===== config.mk =====
export PLATFORM = sky130hd
export DESIGN_NAME = regfile_scoreboard
export DESIGN_NICKNAME = d
export VERILOG_FILES = /design/src/rtl/regfile_scoreboard.sv
export SDC_FILE = /design/constraint.sdc
export NUM_CORES = 2
export LEC_CHECK = 0
export BUFFER_PORTS_ARGS = -buffer_cell sky130_fd_sc_hd__buf_2
export CORE_UTILIZATION = 40
export CTS_CLUSTER_SIZE = 20
export DETAILED_ROUTE_END_ITERATION = 16
export GPL_TIMING_DRIVEN = 1
export PLACE_DENSITY = 0.6
export SLEW_MARGIN = 5
export SYNTH_ARGS = -nofsm -noshare
export SYNTH_HDL_FRONTEND = slang
export SYNTH_SLANG_ARGS = --single-unit

===== constraint.sdc =====
create_clock -name clk -period 115.9 [get_ports clk]
set_input_delay 11.59 -clock clk [delete_from_list [all_inputs] [get_ports clk]]
set_output_delay 11.59 -clock clk [all_outputs]
set_load 0.05 [all_outputs]

===== src/rtl/regfile_scoreboard.sv =====
// Two-read/one-write integer register file with write-to-read bypass, hardwired zero register
// and a per-register busy scoreboard. Define REGFILE_SYNC_READ_EN for registered (1-cycle) reads.
module regfile_scoreboard #(
  parameter int XLEN     = 64,
  parameter int NREGS    = 32,
  parameter int AW       = 5,
  parameter int ZERO_REG = 1
) (
  input  logic            clk,
  input  logic            reset,
  input  logic            wr_en,
  input  logic [AW-1:0]   wr_addr,
  input  logic [XLEN-1:0] wr_data,
  input  logic            alloc_en,
  input  logic [AW-1:0]   alloc_addr,
  input  logic [AW-1:0]   rs1,
  input  logic [AW-1:0]   rs2,
  output logic [XLEN-1:0] readData1,
  output logic [XLEN-1:0] readData2,
  output logic            ready1,
  output logic            ready2,
  output logic            busy_any
);

  localparam int          IW      = $clog2(NREGS);
  localparam logic [AW:0] NREGS_W = NREGS[AW:0];

  typedef struct packed {
    logic [XLEN-1:0] data;
    logic            ready;
  } rd_t;

  // An address is "live" when it names a real, writable register.
  function automatic logic live(input logic [AW-1:0] a);
    return ({1'b0, a} < NREGS_W) && !((ZERO_REG != 0) && (a == '0));
  endfunction

  logic [XLEN-1:0]  regs [NREGS];
  logic [NREGS-1:0] busy;
  logic [NREGS-1:0] busy_next;
  logic [AW-1:0]    ra [2];
  rd_t              rd_out [2];

  assign ra[0] = rs1;
  assign ra[1] = rs2;

  // NOTE: combinational blocks use blocking '=' with a default first so no latch is inferred.
  always_comb begin
    busy_next = busy;
    if (wr_en && live(wr_addr))
      busy_next[wr_addr[IW-1:0]] = 1'b0;
    // Applied after the clear so a same-cycle alloc of the written register wins.
    if (alloc_en && live(alloc_addr))
      busy_next[alloc_addr[IW-1:0]] = 1'b1;
  end

  // NOTE: the storage array is reset explicitly because the block must read all-zero right after reset.
  always_ff @(posedge clk or posedge reset) begin
    if (reset) begin
      for (int i = 0; i < NREGS; i++) regs[i] <= '0;
      busy <= '0;
    end else begin
      if (wr_en && live(wr_addr))
        regs[wr_addr[IW-1:0]] <= wr_data;
      busy <= busy_next;
    end
  end

`ifdef REGFILE_SYNC_READ_EN
  rd_t rd_q [2];

  // Write-first: a same-edge write is forwarded, ready reflects the post-edge scoreboard.
  always_ff @(posedge clk or posedge reset) begin
    if (reset) begin
      for (int p = 0; p < 2; p++) rd_q[p] <= '{data: '0, ready: 1'b1};
    end else begin
      for (int p = 0; p < 2; p++) begin
        if (!live(ra[p]))
          rd_q[p] <= '{data: '0, ready: 1'b1};
        else if (wr_en && (wr_addr == ra[p]))
          rd_q[p] <= '{data: wr_data, ready: !busy_next[ra[p][IW-1:0]]};
        else
          rd_q[p] <= '{data: regs[ra[p][IW-1:0]], ready: !busy_next[ra[p][IW-1:0]]};
      end
    end
  end

  assign rd_out[0] = rd_q[0];
  assign rd_out[1] = rd_q[1];
`else
  rd_t rd_comb [2];

  // Reset forces zero/ready and suppresses the bypass path.
  always_comb begin
    for (int p = 0; p < 2; p++) begin
      rd_comb[p] = '{data: '0, ready: 1'b1};
      if (!reset && live(ra[p])) begin
        if (wr_en && (wr_addr == ra[p]))
          rd_comb[p] = '{data: wr_data, ready: 1'b1};
        else
          rd_comb[p] = '{data: regs[ra[p][IW-1:0]], ready: !busy[ra[p][IW-1:0]]};
      end
    end
  end

  assign rd_out[0] = rd_comb[0];
  assign rd_out[1] = rd_comb[1];
`endif

  assign readData1 = rd_out[0].data;
  assign ready1    = rd_out[0].ready;
  assign readData2 = rd_out[1].data;
  assign ready2    = rd_out[1].ready;
  assign busy_any  = |busy;

endmodule


* Word-level counts from Yosys, hierarchy flattened
Cells that the tools add are included.
Widths: inputs -> output; s select.
** Storage, ports and cells
- Register bits after elaboration :: 2080
- Output and inout port bits :: 131
** Cells by class
- Magnitude comparators :: 10
- Equal/unequal tests :: 2
- Mux-type cells :: 23
- Bitwise operators :: 6
- Reductions and logical operators :: 21
** Operators by type and width (number)
- $bwmux 2048 :: 1
- $bmux 64 s5 :: 2
- $demux 64 s5 :: 1
- $mux 64 :: 5
- $mux 65 :: 4
- $mux 32 :: 2
- $and 32x32->32 :: 1
- $not 32->32 :: 1
- $or 32x32->32 :: 1
- $reduce_or 32->1 :: 1
- $lt 5x6->1 const B :: 4
- $logic_not 5->1 :: 4
- $ge 6x6->1 const B :: 3
- $not 5->6 :: 3
- $bmux 1 s5 :: 2
- $demux 1 s5 :: 2
- $eq 5x5->1 :: 2
- $ge 5x1->1 const B :: 2
- $logic_and 1x1->1 :: 9
- $logic_not 1->1 :: 7
- $lt 6x1->1 const B :: 1
- $mux 1 :: 4

* Depth between registers and ports, before layout
- Word-level depth :: 9
- Mapped depth :: 11

* Worst setup path after synthesis
Ideal clock, no wire load.
- Path type :: input to output
- Start point :: input port reset
- End point :: output port ready1
- Arrival :: 60.972 ns
- Data required time :: 104.310 ns
- Slack :: 43.338 ns
- Cell stages on the path :: 4
- Path buffers :: 0
- Cells stage by stage :: inv_1 -> o21ai_1 -> nor2_1 -> nand3_1
** On the way
- Word-level cells in the longest chain between the ends :: 3
** RTL lines
- from (decl) :: RTL line 10 : input logic reset,
- $logic_not 1->1 :: RTL line 97 : if (!reset && live(ra[p])) begin
- $logic_and 1x1->1 :: RTL line 97
- $mux 65 :: RTL line 97
- to (decl) :: RTL line 20 : output logic ready1,
Every way passes these cells.

* Worst setup path in the final report
- Start point :: input port rs1[1]
- End point :: output port readData1[28]
** On the way
- Word-level cells in the longest chain between the ends :: 6
- Elaborated cells between the ends (all ways) :: 11
- Classes of those cells :: 1 x eq/ne; 5 x mux; 1 x bitwise; 4 x reduce/logical
** RTL lines
- from (decl) :: RTL line 16 : input logic [AW-1:0] rs1,
- $not 5->6 (not written as such) :: RTL line 101 : rd_comb[p] = '{data: regs[ra[p][IW-1:0]], ready: !busy[ra[p][IW-1:0]]};
- $bmux 64 s5 :: RTL line 101
- $mux 64 (not written as such) (2 in series) :: RTL line 101
- $mux 65 :: RTL line 98 : if (wr_en && (wr_addr == ra[p]))
- $mux 65 * :: RTL line 97
- to (decl) :: RTL line 18 : output logic [XLEN-1:0] readData1,
Mark *: on every way between the ends. The rest lies on a longest branch, timed or not. The select of a mux whose other input is x is not followed.

==> flow_metrics.tcl <==
set metrics [dict create \
    hold_path_depth 0 \
    initialDrtViolationCount 8932 \
    cts.htree.levels 4 \
    synth_top_area_share_pct 46.44 \
    async_reset_ff_share_pct 100.0 \
    clock-sinks 2080 \
    reg2reg_to "regs[521]$_DFFE_PP0P_" \
    cp_common_cell "buf_4" \
    cts_buffers 227 \
    synth-seq-cells 2080 \
    r2r-start "regs[521]$_DFFE_PP0P_" \
    areaGrowthSynthToFinish_pct 9.495 \
    critPathMaxFanout 74 \
    ys.flop_type "dfrtp_1" \
    ir_drop_mv 0.01403 \
    vias 76730 \
    cts-resized-gates 0 \
    hold_viol 0 \
    grt_overflow 0 \
    grt_pass1_vias 78100 \
    synth_edf_count 0 \
    path_class "in -> out" \
    ff2ff_setup_slack_ps 115090 \
    slew_headroom_pct 8.284 \
    portBuffers 218 \
    ys_seq_area_share_pct 46.44 \
    cts_hold_buf 0 \
    status "finished clean" \
    grt_usage_pct 28.75 \
    io_pins 219 \
    layout.cells.most_common_list "2080 x dfrtp_1, 2038 x mux2_2, 710 x mux4_2" \
    slowest_stage "buf_4" \
    core.rowCount 193 \
    clock_path_buffers 4 \
    die_w_um 531.3 \
    grt_pass1_wl_um 589900 \
    cts-root-buf "clkbuf_16" \
    tns_ps 0 \
    rsz0062_at_grt "no" \
    fp.dieH_um 531.3 \
    synth.area.top_cells "dfrtp_1 46%, mux2_2 20%, mux4_2 14%" \
    r2r_cells 1 \
    power_density_nw_per_um2 17.47 \
    setup_ws_ps 87680 \
    power.total_mw 2.143 \
    worst_ep_required_time_ps 104310 \
    syn_inst 7972 \
    end_kind "primary output" \
    gp_congestion 0.8182 \
    total_leakage_power_nw 53.77 \
    holdCritPathClass "reg -> reg" \
    maxCapViolCount 0 \
    period_share_pct 24.35 \
    nets 7762 \
    slew_viol_final 0 \
    grt_max_degree 183 \
    path_cells "buf_8, buf_4, buf_4, buf_4, nor2b_4, buf_4, buf_4, a221oi_1, a21oi_1, nor3_1, a221o_1, buf_2" \
    initial_utilization_pct 40.39 \
    drt_pass1_iterations 5 \
    tightest_slew_ps 1376 \
    die_area_um2 282300 \
    setup_viol 0 \
    yosysWarnings 0 \
    synthDistinctLibCells 74 \
    clk_latency_ps 890 \
    final_common_cell "dfrtp_1" \
    dp_slack_ps 87750 \
    period_needed_ps 28220 \
    syn_avg_cell_area_um2 14.06 \
    syn-num-nets 8060 \
    place_hpwl_um 223000 \
    arrival_ps 16630 \
    yosysTopAreaCell "dfrtp_1" \
    clk_pin_slew_worst_paths_ps 60 \
    cts_tree "yes" \
    hp-start "regs[1999]$_DFFE_PP0P_" \
    drive_gt1_share_pct 45.35 \
    max_stage_delay_ps 740 \
    syn-cell-area_um2 112100 \
    fillCellCount 24830 \
    cp_top_family "buffers and inverters" \
    wl_um 412700 \
    max_freq_mhz 35.44 \
    skew_ps 0 \
    antenna_found_initial 33 \
    cts_setup_buffers 0 \
    stdcell_area_um2 122700 \
    routed_via_density 6.632 \
    holdPathEnd "regs[1999]$_DFFE_PP0P_" \
    core_area_um2 277500 \
    antenna_left 0 \
    startpoint_type "input port" \
    placed_area_um2 115200 \
    drc 0 \
    cp_num_buf_inv 7 \
    avgRoutedWirePerCell_um 35.68 \
]
## cells by family after synthesis
| kind of cell | count (synthesis) | synth area share [%] |
|---|---|---|
| AND/OR/NAND/NOR | 530 | 2.404 |
| flip-flops | 2080 | 46.44 |
| multiplexers | 3411 | 40.68 |
| XOR/XNOR | 10 | 0.07815 |
| buffers and inverters | 930 | 4.029 |
| AO/OA/AOI/OAI | 1011 | 6.363 |
## worst max-delay path by stage
stage,startpoint,endpoint,cells after the start
2_1_floorplan,reset,ready1,4
4_1_cts,rs1[1],readData1[43],11
6_report,rs1[1],readData1[28],12
3_5_place_dp,rs1[1],readData1[43],11
3_3_place_gp,rs1[1],readData1[43],11
5_1_grt,rs1[1],readData1[28],12
## sequential cells by signal, summed over array words and instances, names as in the netlist
| register | flops |
|---|---|
| regs | 2048 |
| busy | 32 |
## synth_stat cells, types with 23 or more instances
cell	n
o22ai_1	150
mux2_2	2038
a211o_1	23
nand2b_1	33
a21oi_1	144
buf_1	58
buf_6	45
mux2i_1	662
a221oi_1	71
nand2_1	136
nor3_1	85
a211oi_1	39
dfrtp_1	2080
a22o_1	79
nor2_1	49
o21ai_0	100
nor2b_1	45
o221ai_1	45
nand3_1	100
o211ai_1	23
buf_4	52
buf_2	302
mux4_2	710
clkbuf_1	452
a31oi_1	37
a22oi_1	192
## metal layers
metal / wire length, µm / up-vias / global-route usage, %
li1: - / 30150 / -
met1: 169100 / 41880 / 39.04
met2: 192200 / 3810 / 45.36
met3: 33680 / 878 / 5.401
met4: 17760 / 14 / 11.50
met5: 91 / - / 0
## stage by stage
step | hold slack (ps) | std cells | util (%)
global route | 410.8 | 11560 | 44.21
CTS | 396.4 | 11550 | 44.21
global placement | 376.3 | 11150 | 41.53
detailed placement | 383.6 | 11150 | 41.53
floorplan | 441.3 | 7972 | -
finish | 396.8 | 11570 | 44.23
## final cells by class
type	instances	area [µm²]	area share (%)
Clock buffer	338	6730	5.485
Antenna cell	18	45.04	0.03671
Tap cell	3705	4636	3.778
Timing Repair Buffer	393	2665	2.172
Clock inverter	63	704.4	0.5741
Inverter	10	57.56	0.04690
Sequential cell	2080	52050	42.42
Multi-Input combinational cell	4962	55820	45.49
## power breakdown
group	switching [mW]	leakage, nW	total [mW]	internal (mW)
combinational	0.199	23.4	0.437	0.238
clock	0.312	3.70	0.740	0.428
sequential	0.102	26.7	0.966	0.864
total	0.613	53.8	2.14	1.53
(Power assumes the default switching activity.)
